===== src/rtl/gray_fifo_pointer_if.sv =====
// gray_fifo_pointer_if
//   Bundles the pointer handshake and pointer/status signals for one side
//   of a dual-clock FIFO pointer pair.
//   slave  : used by gray_fifo_pointer (drives RDY, pointers, addr, level)
//   master : used by the logic that requests advances/clears and supplies
//            the peer-domain Gray pointer
//   Optional: GRAY_PTR_LEVEL_EN adds the registered level signal.
interface gray_fifo_pointer_if #(
  parameter int ADDR_WIDTH = 4
);
  logic                  advance__ENA;
  logic                  advance__RDY;
  logic                  clear__ENA;
  logic [ADDR_WIDTH:0]   peerGray;
  logic [ADDR_WIDTH:0]   ptrGray;
  logic [ADDR_WIDTH:0]   ptrBin;
  logic [ADDR_WIDTH-1:0] addr;
`ifdef GRAY_PTR_LEVEL_EN
  logic [ADDR_WIDTH:0]   level;

  modport slave (
    input  advance__ENA, clear__ENA, peerGray,
    output advance__RDY, ptrGray, ptrBin, addr, level
  );
  modport master (
    output advance__ENA, clear__ENA, peerGray,
    input  advance__RDY, ptrGray, ptrBin, addr, level
  );
`else
  modport slave (
    input  advance__ENA, clear__ENA, peerGray,
    output advance__RDY, ptrGray, ptrBin, addr
  );
  modport master (
    output advance__ENA, clear__ENA, peerGray,
    input  advance__RDY, ptrGray, ptrBin, addr
  );
`endif
endinterface


===== src/rtl/gray_fifo_pointer.sv =====
// gray_fifo_pointer
//   One side (write or read) of an asynchronous-FIFO pointer pair.
//   Holds a registered binary + Gray pointer (ADDR_WIDTH+1 bits), brings the
//   peer domain's Gray pointer in through a SYNC_STAGES flop chain and
//   derives full (SIDE=0) or empty (SIDE=1), which gates the advance.
// Ports:
//   CLK  : sole clock, rising edge
//   RST  : synchronous reset, active-high, clears pointers and synchroniser
//   bus  : gray_fifo_pointer_if.slave
//          advance__ENA/advance__RDY : advance handshake
//          clear__ENA               : local pointer clear (sync not cleared)
//          peerGray                 : peer Gray pointer (asynchronous)
//          ptrGray/ptrBin/addr      : registered pointer outputs
//          level                    : only with GRAY_PTR_LEVEL_EN
// Optional feature macro: GRAY_PTR_LEVEL_EN
//   Adds a registered level output: occupancy on the write side, available
//   entries on the read side, both one cycle behind the pointer state.
module gray_fifo_pointer #(
  parameter int ADDR_WIDTH  = 4,
  parameter int SYNC_STAGES = 2,
  parameter int SIDE        = 0
) (
  input  logic                  CLK,
  input  logic                  RST,
  gray_fifo_pointer_if.slave    bus
);

  localparam int PW = ADDR_WIDTH + 1;

  logic [PW-1:0] ptr_bin_q, ptr_bin_d;
  logic [PW-1:0] ptr_gray_q, ptr_gray_d;
  logic [PW-1:0] sync_q [SYNC_STAGES];
  logic [PW-1:0] sync_d [SYNC_STAGES];
  logic [PW-1:0] peer_sync;
  logic          full;
  logic          empty;
  logic          adv_rdy;

  assign peer_sync = sync_q[SYNC_STAGES-1];

  // Write side is full when the pointers differ only in the wrap bit; in
  // Gray code that is the top two bits inverted, the rest equal.
  assign full    = (ptr_gray_q == {~peer_sync[ADDR_WIDTH:ADDR_WIDTH-1],
                                   peer_sync[ADDR_WIDTH-2:0]});
  assign empty   = (ptr_gray_q == peer_sync);
  assign adv_rdy = (SIDE == 0) ? !full : !empty;

  always_comb begin
    ptr_bin_d = ptr_bin_q;
    if (bus.clear__ENA) begin
      ptr_bin_d = '0;
    end else if (bus.advance__ENA && adv_rdy) begin
      ptr_bin_d = ptr_bin_q + 1'b1;
    end
    // Gray is registered alongside binary so the exported pointer has no
    // combinational path from any input.
    ptr_gray_d = ptr_bin_d ^ (ptr_bin_d >> 1);
  end

  always_comb begin
    sync_d[0] = bus.peerGray;
    for (int k = 1; k < SYNC_STAGES; k++) begin
      sync_d[k] = sync_q[k-1];
    end
  end

  always_ff @(posedge CLK) begin
    if (RST) begin
      ptr_bin_q  <= '0;
      ptr_gray_q <= '0;
      for (int k = 0; k < SYNC_STAGES; k++) begin
        sync_q[k] <= '0;
      end
    end else begin
      ptr_bin_q  <= ptr_bin_d;
      ptr_gray_q <= ptr_gray_d;
      for (int k = 0; k < SYNC_STAGES; k++) begin
        sync_q[k] <= sync_d[k];
      end
    end
  end

  assign bus.advance__RDY = adv_rdy;
  assign bus.ptrGray      = ptr_gray_q;
  assign bus.ptrBin       = ptr_bin_q;
  assign bus.addr         = ptr_bin_q[ADDR_WIDTH-1:0];

`ifdef GRAY_PTR_LEVEL_EN
  logic [PW-1:0] peer_bin;
  logic [PW-1:0] level_d, level_q;

  // Gray-to-binary: bit i is the XOR of all Gray bits at or above i.
  always_comb begin
    peer_bin = '0;
    for (int i = 0; i < PW; i++) begin
      peer_bin[i] = ^(peer_sync >> i);
    end
    level_d = (SIDE == 0) ? (ptr_bin_q - peer_bin) : (peer_bin - ptr_bin_q);
  end

  always_ff @(posedge CLK) begin
    if (RST) begin
      level_q <= '0;
    end else begin
      level_q <= level_d;
    end
  end

  assign bus.level = level_q;
`endif

endmodule


===== src/flat_wrapper.sv =====
// flat-port wrapper written by rule: the top's interface ports become plain ports
module gray_fifo_pointer_flat 
#(
  parameter int ADDR_WIDTH  = 4,
  parameter int SYNC_STAGES = 2,
  parameter int SIDE        = 0
)
  (CLK, RST, bus_advance__ENA, bus_clear__ENA, bus_peerGray, bus_advance__RDY, bus_ptrGray, bus_ptrBin, bus_addr);
  gray_fifo_pointer_if #(.ADDR_WIDTH(ADDR_WIDTH)) bus_i ();
  input  logic CLK;
  input  logic RST;
  input wire logic [$bits(bus_i.advance__ENA)-1:0] bus_advance__ENA;
  input wire logic [$bits(bus_i.clear__ENA)-1:0] bus_clear__ENA;
  input wire logic [$bits(bus_i.peerGray)-1:0] bus_peerGray;
  output wire logic [$bits(bus_i.advance__RDY)-1:0] bus_advance__RDY;
  output wire logic [$bits(bus_i.ptrGray)-1:0] bus_ptrGray;
  output wire logic [$bits(bus_i.ptrBin)-1:0] bus_ptrBin;
  output wire logic [$bits(bus_i.addr)-1:0] bus_addr;
  assign bus_i.advance__ENA = bus_advance__ENA;
  assign bus_i.clear__ENA = bus_clear__ENA;
  assign bus_i.peerGray = bus_peerGray;
  assign bus_advance__RDY = bus_i.advance__RDY;
  assign bus_ptrGray = bus_i.ptrGray;
  assign bus_ptrBin = bus_i.ptrBin;
  assign bus_addr = bus_i.addr;
  gray_fifo_pointer #(.ADDR_WIDTH(ADDR_WIDTH), .SYNC_STAGES(SYNC_STAGES), .SIDE(SIDE)) u_core (.CLK(CLK), .RST(RST), .bus(bus_i));
endmodule

===== config.mk =====
export PLATFORM = sky130hd
export DESIGN_NAME = gray_fifo_pointer_flat
export DESIGN_NICKNAME = d
export VERILOG_FILES = /design/src/rtl/gray_fifo_pointer_if.sv /design/src/rtl/gray_fifo_pointer.sv /design/src/flat_wrapper.sv
export SDC_FILE = /design/constraint.sdc
export NUM_CORES = 1
export LEC_CHECK = 0
export ABC_CLOCK_PERIOD_IN_PS = 1500
export CAP_MARGIN = 20
export CORE_MARGIN = 8
export CORE_UTILIZATION = 40
export DETAILED_ROUTE_END_ITERATION = 6
export PLACE_DENSITY = 0.73
export SYNTH_ARGS = -nofsm -noshare
export SYNTH_HDL_FRONTEND = slang
export SYNTH_SLANG_ARGS = --single-unit

===== constraint.sdc =====
create_clock -name CLK -period 1.5 [get_ports CLK]
set_input_delay 0.3 -clock CLK [delete_from_list [all_inputs] [get_ports CLK]]
set_output_delay 0.3 -clock CLK [all_outputs]
set_load 0.005 [all_outputs]

==> results.py <==
metrics = {
    "sta": {
        "finalWorstSetupSlack_ns": -0.1013,
        "finalCriticalPeriod_ns": 1.601,
        "finalHoldViolations": 0,
        "slew_headroom_pct": 85.27,
        "skew_ns": 0.01161,
        "setup_violations": 5,
        "finalCritPeriodShare_pct": 106.8,
        "clock.fmax_mhz": 624.5,
        "worst_pin_slew_ns": 0.2203,
        "finalSetupTns_ns": -0.2101,
        "finalMaxSlewViolations": 0,
        "rsz0062_at_grt": "true",
    },
    "critical_path": {
        "r2r-start": "u_core.bus.ptrGray[1]",
        "slowest_stage": "dfxtp_2",
        "slowest_delay_ns": 0.35,
        "timing.rr.end": "u_core.bus.ptrGray[3]",
        "path_class": "reg2out",
        "end_kind": "output pin",
        "crit_fanout": 2,
        "startpoint_type": "flip-flop",
        "reg2reg_depth": 7,
        "path_cells": "xnor2_2, nand3_2, or2_4, buf_6",
        "crit_arrival_ns": 1.30,
        "required_ns": 1.20,
        "ff2ff_setup_slack_ns": -0.04,
    },
    "floorplanning": {
        "dieWidth_um": 60.36,
        "dieArea_um2": 3643,
        "ios": 24,
        "core-area_um2": 1902,
        "start_util_pct": 41.38,
        "rows": 16,
        "die_y_um": 60.36,
    },
    "synth": {
        "synth-edff-count": 0,
        "synth_most_common_cell": "dfxtp_1",
        "synth_top_cell_by_area": "dfxtp_1",
        "netlist_instances": 74,
        "synth_top_area_share_pct": 48.33,
        "synth_nets": 84,
        "yosysSeqAreaShare_pct": 48.33,
        "ys_top_cells_by_count": "dfxtp_1, nor2b_1, nor2_1",
        "yosys-top-cells-area": "dfxtp_1, nor2b_1, xor2_1",
        "async_reset_ff_share_pct": 0,
        "synthesis.area_per_instance_um2": 10.64,
        "synth_cell_types": 19,
        "yosysWarnings": 0,
        "synth_top_flop_cell": "dfxtp_1",
        "ys_seq_elements": 19,
        "synth_area_um2": 787.0,
    },
    "layout": {
        "drive_above_1_share_pct": 35.51,
        "nets": 118,
        "fillers": 160,
        "seq_area_um2": 397.9,
        "multi_input_area_um2": 379.1,
        "area_delta_synth_final_pct": 48.97,
        "diodes": 0,
    },
    "placement": {
        "dp_hpwl_mm": 1.152,
        "io_buffers": 23,
        "globalplace.congestion": 0.7404,
    },
    "pwr": {
        "total_power_mw": 0.8805,
        "peakVddDrop_mv": 0.5175,
        "p_per_area_nw_per_um2": 751.0,
        "cellLeakagePower_nw": 0.5724,
    },
    "global_route": {
        "antenna_found_initial": 0,
        "grt_max_degree": 12,
        "grt-ovfl-total": 0,
        "grt_usage_pct": 9.032,
        "grt_pass1_vias": 579,
        "grt_first_pass_wirelength_mm": 2.401,
    },
    "run_status": {
        "outcome": "complete, but fails checks",
        "violations": "setup timing",
    },
    "detailed_routing": {
        "num_vias": 589,
        "drt-initial-drc-count": 12,
        "wl_mm": 1.588,
        "ant_nets": 0,
        "first_pass_iters": 4,
        "wire_per_inst_um": 11.85,
        "drc_errors": 0,
        "vias_per_cell": 4.396,
    },
    "min_path": {
        "hold_end": "u_core.sync_q[0][8]",
        "holdPathStages": 1,
        "hp-class": "reg2reg",
        "hold_start": "u_core.sync_q[0][3]",
    },
    "clock_tree": {
        "tritoncts": "yes",
        "root_buffer": "clkbuf_4",
        "cts.sinks": 19,
        "clockBufferDepth": 2,
        "cts_buffers": 3,
        "postCtsHoldBufs": 0,
        "path_clk_slew_ns": 0.11,
        "clock_latency_ns": 0.30,
        "cts_max_level": 1,
    },
    "flow_run": {
        "cap_violations": 0,
    },
}
## stage by stage
stage | cell area, µm² | worst slack [ns] | utilization, % | hold slack, ns | cells
after floorplan | 787.0 | 0.02106 | - | 0.4138 | 74
after global placement | 1077 | -0.1043 | 56.64 | 0.4169 | 127
after detailed placement | 1077 | -0.1709 | 56.64 | 0.4204 | 127
after CTS | 1151 | -0.1103 | 60.53 | 0.4448 | 134
after global routing | 1172 | -0.1738 | 61.64 | 0.4580 | 134
final | 1172 | -0.1013 | 61.64 | 0.4377 | 134
## kinds of logic after synthesis
logic type      share of synthesized area, %
simple gates                           17.49
mux                                    3.816
flops                                  48.33
compound gates                         4.610
xor+xnor                               17.49
buf+inv                                6.676
fa+ha+maj                              1.590
## cells in the final DEF (no fill, tap or decap)
cell | netlist | layout
and3_1 | 2 | 2
buf_4 | 6 | 12
buf_6 | 0 | 2
clkbuf_4 | 0 | 3
clkdlybuf4s50_1 | 0 | 11
clkinv_2 | 0 | 1
dfxtp_1 | 19 | 9
dfxtp_2 | 0 | 8
dfxtp_4 | 0 | 2
dlygate4sd2_1 | 0 | 8
dlymetal6s2s_1 | 0 | 3
ha_1 | 1 | 1
inv_1 | 1 | 1
mux2i_1 | 3 | 3
nand2_2 | 1 | 1
nand3_2 | 1 | 1
nor2_1 | 9 | 9
nor2b_1 | 10 | 10
o211ai_1 | 2 | 2
o211ai_2 | 1 | 1
o21ai_4 | 0 | 1
or2_2 | 2 | 1
or2_4 | 0 | 1
xnor2_1 | 5 | 4
xnor2_2 | 1 | 2
xor2_1 | 7 | 6
xor2_2 | 1 | 2
## repair_timing
item	CTS	global route
setup buffers	3	0
setup endpoints to repair	18	11
pin swaps	5	4
gates resized for setup	26	7
## worst max-delay path, delay by kind of cell, from the launching register on
kind / cells / cell delay, ns
buffers and inverters: 1 / 0.11
xor gates and xnor gates: 1 / 0.19
and+or+nand+nor: 2 / 0.36
DFF: 1 / 0.35
## how the worst max path moves through the flow
| stage | from | end |
|---|---|---|
| finish | u_core.bus.ptrGray[1] | bus_advance__RDY |
| global route | u_core.sync_q[0][7] | bus_advance__RDY |
| CTS | u_core.bus.ptrGray[1] | bus_advance__RDY |
| detailed placement | u_core.sync_q[0][7] | bus_advance__RDY |
| global placement | u_core.bus.ptrGray[3] | bus_advance__RDY |
| floorplan | u_core.bus.ptrBin[4] | u_core.bus.ptrGray[1] |
## registers in the layout, indices dropped and copies added, names as in the netlist
name	count
u_core.bus.ptrGray	4
u_core.bus.ptrBin	5
u_core.sync_q	10
## layer usage
metal	track usage (%)	routed length [µm]	up-vias
met3	2.331	95	5
li1	-	-	296
met5	0	0	-
met2	15.24	804	19
met1	9.302	635	269
met4	7.143	52	0
## report_power, final
group          switching (mW)  internal (mW)
Combinational          0.0394         0.0611
Sequential            0.00747          0.518
Clock                   0.155         0.0994
## area by class of cell
type / instances / share of cell area, %
inverters: 1 / 0.3202
clock buffers: 3 / 1.921
repair buffers: 36 / 28.18
multi-input cells: 47 / 32.34
flip-flops and latches: 19 / 33.94
well taps: 27 / 2.882
clock inverters: 1 / 0.4269
No activity file was read; power rests on OpenSTA's default activity.
